===== src/rtl/qu_common.sv =====
// Shared queue/scheduler types: station depth, entry address and producer tag.
package qu_common;

    localparam int RES_ST_DEPTH = 32;
    localparam int TAG_W        = 6;

    typedef logic [$clog2(RES_ST_DEPTH)-1:0] res_st_addr_t;
    typedef logic [TAG_W-1:0]                rob_tag_t;

endpackage


===== src/rtl/res_st_sched_if.sv =====
// Dispatch / CDB / issue / flush bundle of the reservation-station scheduler.
interface res_st_sched_if #(
    parameter int RES_ST_DEPTH = qu_common::RES_ST_DEPTH,
    parameter int TAG_W        = qu_common::TAG_W
);
    localparam int AW = $clog2(RES_ST_DEPTH);
    localparam int CW = $clog2(RES_ST_DEPTH + 1);

    logic             alloc_valid;
    logic             alloc_ready;
    logic             alloc_src1_rdy;
    logic             alloc_src2_rdy;
    logic [TAG_W-1:0] alloc_src1_tag;
    logic [TAG_W-1:0] alloc_src2_tag;
    logic             res_st_wr_en;
    logic [AW-1:0]    res_st_wr_addr;
    logic             cdb_valid;
    logic [TAG_W-1:0] cdb_tag;
    logic             issue_valid;
    logic [AW-1:0]    issue_addr;
    logic             issue_ready;
    logic             flush;
    logic [CW-1:0]    free_count;

    modport master (
        output alloc_valid, alloc_src1_rdy, alloc_src2_rdy, alloc_src1_tag, alloc_src2_tag,
        output cdb_valid, cdb_tag, issue_ready, flush,
        input  alloc_ready, res_st_wr_en, res_st_wr_addr, issue_valid, issue_addr, free_count
    );

    modport slave (
        input  alloc_valid, alloc_src1_rdy, alloc_src2_rdy, alloc_src1_tag, alloc_src2_tag,
        input  cdb_valid, cdb_tag, issue_ready, flush,
        output alloc_ready, res_st_wr_en, res_st_wr_addr, issue_valid, issue_addr, free_count
    );

endinterface


===== src/rtl/prio_enc.sv =====
// Lowest-set-bit priority encoder with found flag.
// Latency: combinational. Backpressure: none.
module prio_enc #(
    parameter int N = 32
) (
    input  logic [N-1:0]         req_i,
    output logic [$clog2(N)-1:0] idx_o,
    output logic                 found_o
);

    always_comb begin
        idx_o   = '0;
        found_o = 1'b0;
        // Scan downwards so the lowest set bit is the last one written.
        for (int i = N - 1; i >= 0; i--) begin
            if (req_i[i]) begin
                idx_o   = i[$clog2(N)-1:0];
                found_o = 1'b1;
            end
        end
    end

endmodule


===== src/rtl/res_st_sched.sv =====
// Reservation-station scheduler: tracks operand readiness, picks free and issuable entries.
// Latency: alloc/wakeup visible to issue select one cycle later; select outputs combinational.
// Backpressure: alloc_ready drops when full or flushing; an offered entry waits on issue_ready.
module res_st_sched #(
    parameter int RES_ST_DEPTH = qu_common::RES_ST_DEPTH,
    parameter int TAG_W        = qu_common::TAG_W
) (
    input  logic          clk,
    input  logic          rst,
    res_st_sched_if.slave bus
);

    localparam int AW = $clog2(RES_ST_DEPTH);
    localparam int CW = $clog2(RES_ST_DEPTH + 1);

    logic [RES_ST_DEPTH-1:0] valid_q,  valid_d;
    logic [RES_ST_DEPTH-1:0] s1_rdy_q, s1_rdy_d;
    logic [RES_ST_DEPTH-1:0] s2_rdy_q, s2_rdy_d;
    logic [TAG_W-1:0]        s1_tag_q [RES_ST_DEPTH];
    logic [TAG_W-1:0]        s1_tag_d [RES_ST_DEPTH];
    logic [TAG_W-1:0]        s2_tag_q [RES_ST_DEPTH];
    logic [TAG_W-1:0]        s2_tag_d [RES_ST_DEPTH];

    logic [RES_ST_DEPTH-1:0] ready_vec;
    logic [AW-1:0]           free_idx, iss_idx;
    logic                    free_found, iss_found;
    logic                    alloc_fire, issue_fire;
    logic                    byp1, byp2;
    logic [CW-1:0]           used_cnt;

    assign ready_vec = valid_q & s1_rdy_q & s2_rdy_q;

    prio_enc #(.N(RES_ST_DEPTH)) u_free_sel (
        .req_i   (~valid_q),
        .idx_o   (free_idx),
        .found_o (free_found)
    );

    prio_enc #(.N(RES_ST_DEPTH)) u_issue_sel (
        .req_i   (ready_vec),
        .idx_o   (iss_idx),
        .found_o (iss_found)
    );

    // Next-state fire strobes stay free of rst; outputs below are gated separately.
    assign alloc_fire = bus.alloc_valid & free_found & ~bus.flush;
    assign issue_fire = bus.issue_ready & iss_found & ~bus.flush;

    assign bus.alloc_ready    = rst & free_found & ~bus.flush;
    assign bus.res_st_wr_en   = rst & alloc_fire;
    assign bus.res_st_wr_addr = free_idx;
    assign bus.issue_valid    = rst & iss_found & ~bus.flush;
    assign bus.issue_addr     = iss_idx;

    always_comb begin
        used_cnt = '0;
        for (int i = 0; i < RES_ST_DEPTH; i++) begin
            used_cnt = used_cnt + CW'(valid_q[i]);
        end
    end

    assign bus.free_count = CW'(RES_ST_DEPTH) - used_cnt;

    assign byp1 = bus.cdb_valid & (bus.cdb_tag == bus.alloc_src1_tag);
    assign byp2 = bus.cdb_valid & (bus.cdb_tag == bus.alloc_src2_tag);

    always_comb begin
        valid_d  = valid_q;
        s1_rdy_d = s1_rdy_q;
        s2_rdy_d = s2_rdy_q;
        s1_tag_d = s1_tag_q;
        s2_tag_d = s2_tag_q;
        if (bus.flush) begin
            valid_d = '0;
        end else begin
            for (int i = 0; i < RES_ST_DEPTH; i++) begin
                if (valid_q[i] && bus.cdb_valid) begin
                    if (!s1_rdy_q[i] && s1_tag_q[i] == bus.cdb_tag) s1_rdy_d[i] = 1'b1;
                    if (!s2_rdy_q[i] && s2_tag_q[i] == bus.cdb_tag) s2_rdy_d[i] = 1'b1;
                end
            end
            // Alloc targets a free entry and issue a valid one, so they never collide.
            if (issue_fire) valid_d[iss_idx] = 1'b0;
            if (alloc_fire) begin
                valid_d[free_idx]  = 1'b1;
                s1_rdy_d[free_idx] = bus.alloc_src1_rdy | byp1;
                s2_rdy_d[free_idx] = bus.alloc_src2_rdy | byp2;
                s1_tag_d[free_idx] = bus.alloc_src1_tag;
                s2_tag_d[free_idx] = bus.alloc_src2_tag;
            end
        end
    end

    always_ff @(posedge clk or negedge rst) begin
        if (!rst) begin
            valid_q  <= '0;
            s1_rdy_q <= '0;
            s2_rdy_q <= '0;
            for (int i = 0; i < RES_ST_DEPTH; i++) begin
                s1_tag_q[i] <= '0;
                s2_tag_q[i] <= '0;
            end
        end else begin
            valid_q  <= valid_d;
            s1_rdy_q <= s1_rdy_d;
            s2_rdy_q <= s2_rdy_d;
            for (int i = 0; i < RES_ST_DEPTH; i++) begin
                s1_tag_q[i] <= s1_tag_d[i];
                s2_tag_q[i] <= s2_tag_d[i];
            end
        end
    end

endmodule


===== src/flat_wrapper.sv =====
// flat-port wrapper written by rule: the top's interface ports become plain ports
module res_st_sched_flat 
#(
    parameter int RES_ST_DEPTH = qu_common::RES_ST_DEPTH,
    parameter int TAG_W        = qu_common::TAG_W
)
  (clk, rst, bus_alloc_valid, bus_alloc_src1_rdy, bus_alloc_src2_rdy, bus_alloc_src1_tag, bus_alloc_src2_tag, bus_cdb_valid, bus_cdb_tag, bus_issue_ready, bus_flush, bus_alloc_ready, bus_res_st_wr_en, bus_res_st_wr_addr, bus_issue_valid, bus_issue_addr, bus_free_count);
  res_st_sched_if #(.RES_ST_DEPTH(RES_ST_DEPTH), .TAG_W(TAG_W)) bus_i ();
  input  logic clk;
  input  logic rst;
  input wire logic [$bits(bus_i.alloc_valid)-1:0] bus_alloc_valid;
  input wire logic [$bits(bus_i.alloc_src1_rdy)-1:0] bus_alloc_src1_rdy;
  input wire logic [$bits(bus_i.alloc_src2_rdy)-1:0] bus_alloc_src2_rdy;
  input wire logic [$bits(bus_i.alloc_src1_tag)-1:0] bus_alloc_src1_tag;
  input wire logic [$bits(bus_i.alloc_src2_tag)-1:0] bus_alloc_src2_tag;
  input wire logic [$bits(bus_i.cdb_valid)-1:0] bus_cdb_valid;
  input wire logic [$bits(bus_i.cdb_tag)-1:0] bus_cdb_tag;
  input wire logic [$bits(bus_i.issue_ready)-1:0] bus_issue_ready;
  input wire logic [$bits(bus_i.flush)-1:0] bus_flush;
  output wire logic [$bits(bus_i.alloc_ready)-1:0] bus_alloc_ready;
  output wire logic [$bits(bus_i.res_st_wr_en)-1:0] bus_res_st_wr_en;
  output wire logic [$bits(bus_i.res_st_wr_addr)-1:0] bus_res_st_wr_addr;
  output wire logic [$bits(bus_i.issue_valid)-1:0] bus_issue_valid;
  output wire logic [$bits(bus_i.issue_addr)-1:0] bus_issue_addr;
  output wire logic [$bits(bus_i.free_count)-1:0] bus_free_count;
  assign bus_i.alloc_valid = bus_alloc_valid;
  assign bus_i.alloc_src1_rdy = bus_alloc_src1_rdy;
  assign bus_i.alloc_src2_rdy = bus_alloc_src2_rdy;
  assign bus_i.alloc_src1_tag = bus_alloc_src1_tag;
  assign bus_i.alloc_src2_tag = bus_alloc_src2_tag;
  assign bus_i.cdb_valid = bus_cdb_valid;
  assign bus_i.cdb_tag = bus_cdb_tag;
  assign bus_i.issue_ready = bus_issue_ready;
  assign bus_i.flush = bus_flush;
  assign bus_alloc_ready = bus_i.alloc_ready;
  assign bus_res_st_wr_en = bus_i.res_st_wr_en;
  assign bus_res_st_wr_addr = bus_i.res_st_wr_addr;
  assign bus_issue_valid = bus_i.issue_valid;
  assign bus_issue_addr = bus_i.issue_addr;
  assign bus_free_count = bus_i.free_count;
  res_st_sched #(.RES_ST_DEPTH(RES_ST_DEPTH), .TAG_W(TAG_W)) u_core (.clk(clk), .rst(rst), .bus(bus_i));
endmodule

===== config.mk =====
export PLATFORM = sky130hd
export DESIGN_NAME = res_st_sched_flat
export DESIGN_NICKNAME = d
export VERILOG_FILES = /design/src/rtl/qu_common.sv /design/src/rtl/res_st_sched_if.sv /design/src/rtl/prio_enc.sv /design/src/rtl/res_st_sched.sv /design/src/flat_wrapper.sv
export SDC_FILE = /design/constraint.sdc
export NUM_CORES = 1
export LEC_CHECK = 0
export ABC_CLOCK_PERIOD_IN_PS = 5900
export BUFFER_PORTS_ARGS = -buffer_cell sky130_fd_sc_hd__buf_2
export CORE_ASPECT_RATIO = 1.4
export CORE_MARGIN = 2
export CORE_UTILIZATION = 45
export CTS_BUF_LIST = sky130_fd_sc_hd__clkbuf_2 sky130_fd_sc_hd__clkbuf_4 sky130_fd_sc_hd__clkbuf_8
export DETAILED_ROUTE_END_ITERATION = 7
export GPL_TIMING_DRIVEN = 0
export SYNTH_ARGS = -nofsm -noshare
export SYNTH_HDL_FRONTEND = slang
export SYNTH_SLANG_ARGS = --single-unit

===== constraint.sdc =====
create_clock -name clk -period 5.9 [get_ports clk]
set_input_delay 0.59 -clock clk [delete_from_list [all_inputs] [get_ports clk]]
set_output_delay 0.59 -clock clk [all_outputs]
set_load 0.01 [all_outputs]

* After elaboration in Yosys (flattened, before gate mapping)
Index checks and enable logic that the tools add are counted.
** Storage, ports and cells
- Bits in registers :: 480
- Word-level logic and storage cells :: 692
** Operators by class
- Muxes and demuxes :: 336
- Order comparisons :: 6
- Add/subtract/negate cells :: 32
- Equality and inequality tests :: 66
- Bitwise gates (word level) :: 21
- Reduce and logical (&&, ||, !) cells :: 164
** Operator list (number)
- equality test 6 bit :: 66
- bitwise mux 192 bit :: 2
- two-way mux 5 bit :: 64
- two-way mux 1 bit :: 258
- two-way mux 32 bit :: 6
- adder 6 x 1 -> 6 bit :: 30
- logical AND 1 bit :: 99
- AND 32 bit :: 3
- bitwise mux 32 bit :: 2
- zero test 1 bit :: 64
- NOT 32 bit :: 2
- bitwise OR 32 bit :: 1
- demux 6 bit (select 5 bit) :: 1
- less-than comparator 5 x 6 -> 1 bit, second input constant :: 2
- AND 1 bit :: 11
- demux 1 bit (select 5 bit) :: 2
- greater-or-equal comparator 5 x 1 -> 1 bit, second input constant :: 2
- greater-or-equal comparator 6 bit, second input constant :: 1
- less-than comparator 6 x 1 -> 1 bit, second input constant :: 1
- two-way mux 6 bit :: 1
- NOT 5 -> 6 bit :: 1
- subtractor 6 bit, first input constant :: 1
- adder 1 x 1 -> 2 bit :: 1
- bitwise OR 1 bit :: 2
- other kinds (2) :: 2

* Depth between registers and ports, before layout
Gate-level depths: netlist (run 1).
- Depth in word-level cells :: 45
- Mapped depth :: 19
- Mapped depth without buffers :: 19

* By module
From an unflattened synthesis (run 1), not the netlist that was laid out.
** Second synthesis, totals
- Cell total of the unflattened synthesis :: 2144
- Area total of the unflattened synthesis :: 25573.3 µm²
** By module, submodules not included
- res_st_sched :: instances 1, area each 24832.6 µm², cells an instance 2014, sequential area each 12011.5 µm²
- prio_enc :: instances 2, area each 370.4 µm², cells an instance 65, sequential area each 0.0 µm²

* Worst setup path after synthesis (run 1)
No wires, ideal clock.
- Path kind :: flip-flop to output port
- From :: register u_core.valid_q[7]
- To :: output bus_free_count[4]
- Setup slack :: 0.456 ns
- Cell stages (with the launch flop) :: 13
- Arrival time :: 4.854 ns
- Path through :: dfrtp_1 > fa_1 > ha_1 > fa_1 > fa_1 > fa_1 > inv_1 > fa_1 > fa_1 > fa_1 > ha_1 > fa_1 > xor2_1
** Between the ends
- Cells in the longest elaborated chain, start to end :: 26
** RTL lines
- start: declaration :: line res_st_sched.sv:16 : logic [RES_ST_DEPTH-1:0] valid_q, valid_d;
- start signal: assignment :: line res_st_sched.sv:104 : valid_q <= valid_d;
- adder 6 x 1 -> 6 bit (25 in series) :: line res_st_sched.sv:58 : used_cnt = used_cnt + CW'(valid_q[i]);
- subtractor 6 bit :: line res_st_sched.sv:62 : assign bus.free_count = CW'(RES_ST_DEPTH) - used_cnt;
- end: declaration :: line flat_wrapper.sv:25 : output wire logic [$bits(bus_i.free_count)-1:0] bus_free_count;
Every way passes these cells.

* Worst setup path after layout (run 1)
- From :: register u_core.valid_q[4]
- To :: output bus_free_count[3]
** Between the ends
- Cells in the longest elaborated chain, start to end :: 29
** RTL lines (line)
- adder 6 x 1 -> 6 bit (28 in series) :: res_st_sched.sv:58
- subtractor 6 bit :: res_st_sched.sv:62
Every way passes these cells.

==> results of run 1 <==
-- layout make-up --
class                           instances  area (um^2)  share of cell area, %
Sequential cell                       480        12000                   41.6
Clock inverter                         14          140                  0.484
Inverter                               57          214                  0.739
Tap cell                              735          920                   3.18
Clock buffer                          130         1600                   5.53
Timing Repair Buffer                   58          447                   1.54
Antenna cell                            1         2.50                0.00865
Buffer                                165          728                   2.52
Multi-Input combinational cell       1719        12900                   44.4
-- power by group --
part           internal (mW)  leakage (nW)  switching (mW)
registers               3.35          6.60          0.0400
logic                  0.192          6.38           0.441
clock network           1.81         0.938            1.42
total                   5.35          13.9            1.90
-- routing by layer --
metal	GRT usage, %	up-vias	share of wire [%]
met3	4.75	278	5.7
met5	0	-	0.015
met4	20.1	2	6.9
li1	-	8632	-
met2	53.6	756	50
met1	37.3	10100	38
-- cells by family after synthesis --
| family | after synthesis |
|---|---|
| adders and majority gates | 55 |
| and+or+nand+nor | 770 |
| AOI/OAI and AO/OA | 232 |
| buffers and inverters | 222 |
| DFF | 480 |
| xor gates and xnor gates | 398 |
| muxes | 264 |
-- flip-flops by register name (all words and copies together) (netlist names) --
register         cells
u_core.valid_q      32
u_core.s1_rdy_q     32
u_core.s2_rdy_q     32
u_core.s2_tag_q    192
u_core.s1_tag_q    192
-- through the flow --
| stage | util, % | instance area [um^2] |
|---|---|---|
| 6_report | 51.3 | 28900 |
| 2_1_floorplan | - | 25700 |
| 4_1_cts | 51.2 | 28900 |
| 3_3_place_gp | 47.6 | 26900 |
| 3_5_place_dp | 47.9 | 27100 |
| 5_1_grt | 51.3 | 28900 |
-- how the worst max path moves through the flow --
stage                                     start                              end  slack (ns)
finish              u_core.valid_q[4]$_DFF_PN0_                bus_free_count[3]       -0.27
global route        u_core.valid_q[4]$_DFF_PN0_                bus_free_count[3]       -0.41
CTS                 u_core.valid_q[5]$_DFF_PN0_                bus_free_count[3]       -0.39
detailed placement  u_core.valid_q[7]$_DFF_PN0_                bus_free_count[4]        0.07
global placement                            rst  u_core.s1_tag_q[27]$_DFFE_PN0P_       -5.53
floorplan           u_core.valid_q[7]$_DFF_PN0_                bus_free_count[4]        0.46
-- cell usage in the layout, fill, tap and decap left out, types with 13 or more instances in the layout --
cell,n
clkbuf_8,100
nand4_1,75
o22a_1,32
clkbuf_1,76
a211oi_1,15
mux2_2,242
and3_1,24
xnor2_1,181
buf_4,13
clkbuf_4,30
nand2_1,419
a21oi_1,72
nor2_1,37
nand3_1,59
dfrtp_1,466
nor4_1,66
buf_2,89
fa_1,18
dfrtp_2,14
xor2_1,217
inv_1,54
mux2_4,16
buf_1,30
a2bb2oi_1,26
nor3_1,20
ha_1,28
-- repair_timing --
item | CTS | global route
endpoints found under the setup margin | 4 | 4
resized for setup | 25 | 3
pin swaps | 13 | 8
setup buffers | 6 | 1
endpoints found under the hold margin | 21 | 0
hold buffers | 1 | 0
-- critical path, stage by stage, from the launching register on --
cell	delay, ns
dfrtp_2	0.44
fa_1	0.48
ha_4	0.26
fa_1	0.55
fa_2	0.45
fa_2	0.55
inv_2	0.04
fa_2	0.33
fa_1	0.54
fa_2	0.47
ha_4	0.19
fa_2	0.53
buf_6	0.10
==> run_results.csv, run 1 <==
group,metric,value,unit
worst_hold_path,hold_path.class,"input pin to flip-flop",
drt,drtAntennaViolNets,0,
drt,drc,0,
worst_hold_path,holdPathStages,4,
synth,ys.flop_type,"dfrtp_1",
synth,synth_compound_area_share,6.61,%
pwr,p_leak,13.9,nW
drt,routedWlPerCell,27.3,um
setup_path,r2r_setup_slack,2.02,ns
synth,synth_area_leader_cell,"dfrtp_1",
floorplan,initial_core_util,45.6,%
synth,synth_edf_count,0,
setup_path,end_kind,"output port",
cells_and_area,layout-drive-gt1-share,22.3,%
timing,finalCritPeriodShare,105,%
setup_path,r2r-end,"u_core.s1_tag_q[70]$_DFFE_PN0P_",
grt,grt_pass1_wl,135,mm
drt,first_pass_iters,7,
worst_hold_path,hp-start,"bus_alloc_src1_rdy",
clock_network,clkLatencyLatePin,0.68,ns
run_status,outcome,"finished with violations",
drt,drtIter0Drc,1541,
timing,clock_skew,0.0302,ns
setup_path,worstPathRequired,5.31,ns
place,portBuffers,43,
grt,grt_use_total,31.6,%
flow_run,maxCapViolCount,0,
synth,synth-simple-area-share,14.4,%
timing,period_minus_slack,6.17,ns
worst_hold_path,hold_end,"u_core.s1_rdy_q[31]$_DFFE_PN0N_",
clock_network,clock-sinks,480,
clock_network,cts-root-buf,"clkbuf_8",
place,gp_congestion,0.971,
grt,antenna_found_initial,2,
clock_network,cts_buffers,81,
timing,setup_tns,-0.746,ns
synth,synth_top_family_by_area,"simple AND/OR/NAND/NOR gates",
floorplan,core_region_area,56400,um^2
clock_network,tritoncts,"done",
timing,timing.final.hold_violations,0,
cells_and_area,layoutNonFillerInstCount,3359,
grt,grt_start_max_net_pins,127,
floorplan,die_area,59100,um^2
drt,viasPerCell,5.88,
timing,setup_slack,-0.275,ns
cells_and_area,layout.nets,2643,
timing,rsz0062_at_grt,"true",
synth,yosys_warnings,0,
synth,ys_ff_latch,480,
timing,slew_viol_final,0,
synth,synth.distinct_cells,75,
synth,synthXorXnorAreaFrac,13.5,%
timing,worst_hold_slack,0.285,ns
synth,syn-num-nets,2502,
setup_path,regToRegStartpoint,"u_core.valid_q[1]$_DFF_PN0_",
synth,synth_top_area_share,46.7,%
synth,avgSynthCellArea,10.6,um^2
place,hpwl,65.9,mm
floorplan,rows,103,
synth,yosys.area_share.adder,3.37,%
run_status,failed_checks,"setup timing",
cells_and_area,area_delta_synth_final,12.4,%
drt,vias,19700,
floorplan,ios,45,
pwr,powerDensity,251,nW/um^2
place,dp_cells,3206,
floorplan,die_x,206,um
timing,max_slew_margin,6.84,%
setup_path,cp_max_fo,2,
setup_path,crit_arrival,5.58,ns
setup_path,cp-start-kind,"flip-flop",
timing,fmax,162,MHz
clock_network,h-tree-depth,3,
timing,finalSetupViolations,3,
grt,grt_overflow,0,
synth,yosys-top-cells-area,"dfrtp_1 47%, mux2_2 11%, xor2_1 7.4%, xnor2_1 6.2%, nand2_1 6.1%",
synth,synth.most_common_cell,"dfrtp_1",
floorplan,die_h,287,um
place,place_ws,0.0680,ns
synth,netlist_area,25700,um^2
synth,synth_mux_area_share,11.8,%
clock_network,path_clk_slew,0.06,ns
grt,first_global_vias,20500,
pwr,power,7.25,mW
drt,drt-total-wl,91.6,mm
setup_path,critical_path_class,"flip-flop to output port",
clock_network,clk_path_buf_depth,3,
synth,yosysSeqAreaShare,46.7,%
setup_path,rr_worst_depth,8,
synth,netlist_instances,2421,
timing,worstMarginPinSlew,1.39,ns
synth,synthArstFlopShare,100,%
synth,synth_common_cells,"480 x dfrtp_1, 419 x nand2_1, 242 x mux2_2, 217 x xor2_1, 181 x xnor2_1",
pwr,peakVddDrop,163,uV
cells_and_area,nFillCells,5117,
Note: power is estimated with default switching activity, not from simulation.
==> inputs of run 2 (changes only) <==
--- a/config.mk
+++ b/config.mk
@@ -5,6 +5,7 @@
 export SDC_FILE = /design/constraint.sdc
 export NUM_CORES = 1
 export LEC_CHECK = 0
+export ABC_AREA = 1
 export ABC_CLOCK_PERIOD_IN_PS = 5900
 export BUFFER_PORTS_ARGS = -buffer_cell sky130_fd_sc_hd__buf_2
 export CORE_ASPECT_RATIO = 1.4
@@ -15,4 +16,5 @@
 export GPL_TIMING_DRIVEN = 0
 export SYNTH_ARGS = -nofsm -noshare
 export SYNTH_HDL_FRONTEND = slang
+export SYNTH_HIERARCHICAL = 1
 export SYNTH_SLANG_ARGS = --single-unit
==> run_results.csv, run 2 <==
group,metric,value,unit
setup_path,worstPathRequired,5.31,ns
synth,synthArstFlopShare,100,%
clock_network,tritoncts,"done",
drt,vias,26600,
drt,drtAntennaViolNets,0,
setup_path,crit_arrival,5.79,ns
drt,routedWlPerCell,23.9,um
drt,viasPerCell,5.43,
synth,netlist_instances,3874,
clock_network,clk_path_buf_depth,3,
pwr,peakVddDrop,213,uV
cells_and_area,layout.nets,4093,
synth,netlist_area,27400,um^2
timing,fmax,157,MHz
drt,drc,0,
timing,setup_slack,-0.482,ns
synth,yosys-top-cells-area,"dfrtp_1 44%, nand2_1 19%, o21ai_0 8.3%, inv_1 6.3%, nor2_1 4.3%",
timing,finalSetupViolations,3,
grt,grt_start_max_net_pins,118,
synth,synth.most_common_cell,"nand2_1",
floorplan,initial_core_util,45.2,%
run_status,failed_checks,"setup timing",
grt,antenna_found_initial,7,
timing,max_slew_margin,1.20,%
timing,timing.final.hold_violations,0,
synth,syn-num-nets,3954,
pwr,power,7.48,mW
timing,period_minus_slack,6.38,ns
timing,worstMarginPinSlew,1.48,ns
floorplan,die_x,213,um
place,portBuffers,34,
timing,slew_viol_final,0,
drt,drt-total-wl,117,mm
synth,yosys_warnings,6,
place,gp_congestion,0.965,
cells_and_area,top_regs,"u_core/s1_tag_q (192), u_core/s2_tag_q (192)",
clock_network,cts_buffers,84,
drt,first_pass_iters,5,
setup_path,end_kind,"output port",
place,place_ws,-0.0539,ns
grt,grt_overflow,0,
synth,synth.distinct_cells,36,
synth,yosysSeqAreaShare,43.8,%
cells_and_area,final_cell_mix,"1370 x nand2_1, 466 x dfrtp_1, 456 x o21ai_0",
worst_hold_path,hold_path.class,"input pin to flip-flop",
clock_network,h-tree-depth,3,
place,hpwl,81.4,mm
floorplan,core_region_area,60600,um^2
synth,ys.flop_type,"dfrtp_1",
floorplan,die_area,63000,um^2
clock_network,cts-root-buf,"clkbuf_8",
timing,rsz0062_at_grt,"true",
grt,first_global_vias,25300,
cells_and_area,layout-drive-gt1-share,8.59,%
synth,ys_ff_latch,480,
run_status,outcome,"finished with violations",
floorplan,ios,45,
cells_and_area,final_common_cell,"nand2_1",
setup_path,cp_max_fo,4,
synth,synth_common_cells,"1371 x nand2_1, 480 x dfrtp_1, 461 x inv_1, 456 x o21ai_0, 312 x nor2_1",
floorplan,rows,107,
cells_and_area,design_area,30700,um^2
synth,avgSynthCellArea,7.08,um^2
pwr,powerDensity,244,nW/um^2
cells_and_area,layoutNonFillerInstCount,4897,
timing,finalCritPeriodShare,108,%
grt,grt_use_total,38.0,%
timing,clock_skew,0.0421,ns
synth,synth_area_leader_cell,"dfrtp_1",
clock_network,clkLatencyLatePin,0.71,ns
floorplan,die_h,296,um
place,place_area,28800,um^2
grt,grt_pass1_wl,169,mm
flow_run,maxCapViolCount,0,
synth,synth_top_area_share,43.8,%
synth,synth_edf_count,0,
clock_network,clock-sinks,480,
clock_network,path_clk_slew,0.07,ns
pwr,p_leak,15.2,nW
setup_path,critical_path_class,"flip-flop to output port",
setup_path,cp-start-kind,"flip-flop",
timing,setup_tns,-1.29,ns
drt,drtIter0Drc,3030,
cells_and_area,area_delta_synth_final,11.8,%
place,dp_cells,4729,
run 2: changes by cell type after synthesis, moves of 74 or more:
| cell | previous run | this run |
|---|---|---|
| inv_1 | 56 | 461 |
| nor2_1 | 37 | 312 |
| mux2_2 | 242 | 0 |
| nand2_1 | 419 | 1371 |
| xnor2_1 | 181 | 87 |
| xor2_1 | 217 | 57 |
| nand4_1 | 75 | 1 |
| o21ai_0 | 10 | 456 |
| nand3_1 | 59 | 200 |
run 2: per-stage QoR:
stage,utilization (%),hold WS (ns)
after detailed placement,47.4,0.465
after global placement,47.2,0.463
final,50.6,0.206
after global routing,50.6,0.194
after floorplan,-,0.294
after CTS,50.6,0.174
run 2: cells by family (layout without fill, tap and decap cells):
family          count (synthesis)  in the layout  share of synthesized area [%]
simple gates                 1944           1944                           28.3
fa+ha+maj                      54             54                           3.12
xor+xnor                      144            144                           4.60
buf+inv                       678            879                           9.60
flops                         480            480                           43.8
compound gates                574            574                           10.6
other cells                     0              5                              0
run 2: power by group:
part | internal [mW] | switching, mW
Combinational | 0.204 | 0.623
Clock | 1.77 | 1.47
Sequential | 3.37 | 0.0480
Total | 5.34 | 2.14
run 2: routing by layer:
layer,vias up,global-route usage (%),part of all wire (%)
met5,-,0,0.023
met2,1289,58.5,44
met4,4,38.1,12
met3,460,6.45,8.3
li1,12200,-,-
met1,12600,44.2,36
run 2: what timing repair did:
| item | CTS | global route |
|---|---|---|
| endpoints found under the setup margin | 4 | 4 |
| buffers inserted | 14 | 0 |
| gates cloned | 0 | 0 |
| gates resized for setup | 35 | 7 |
| hold endpoints to repair | 37 | 0 |
| pin swaps | 7 | 6 |
| hold buffers | 1 | 0 |
run 2: worst max-delay path, stage by stage, from the launching register on:
cell	delay, ns
dfrtp_1	0.59
inv_1	0.15
fa_1	0.47
ha_1	0.21
ha_1	0.27
inv_1	0.06
fa_2	0.38
inv_2	0.07
fa_1	0.42
fa_1	0.51
inv_2	0.04
fa_1	0.53
fa_1	0.44
inv_2	0.08
ha_4	0.13
inv_2	0.04
fa_2	0.54
inv_1	0.03
buf_2	0.12
run 2: path summary, 6_finish.rpt:
| path | slack (ns) | start | cells past startpoint | to |
|---|---|---|---|---|
| max | -0.48 | u_core/valid_q[12]$_DFF_PN0_ | 18 | bus_free_count[3] |
| min | 0.21 | bus_alloc_src2_tag[1] | 3 | u_core/s2_tag_q[55]$_DFFE_PN0P_ |
| max reg2reg | 0.97 | u_core/valid_q[29]$_DFF_PN0_ | 23 | u_core/s1_rdy_q[1]$_DFFE_PN0N_ |
| min reg2reg | 0.48 | u_core/s2_rdy_q[31]$_DFFE_PN0N_ | 2 | u_core/s2_rdy_q[31]$_DFFE_PN0N_ |
| max in group asynchronous | 3.99 | rst | 4 | u_core/valid_q[8]$_DFF_PN0_ |
| min in group asynchronous | 0.38 | rst | 2 | u_core/s2_tag_q[160]$_DFFE_PN0P_ |
run 2: cell type report:
class	count	area, um^2
sequential	480	12000
fill	6306	30000
clock buffer	130	1600
clock inverter	18	130
multi-input combinational	2716	12800
tap	817	1020
buffer	203	852
inverter	475	1780
antenna	5	12.5
timing repair buffer	53	415
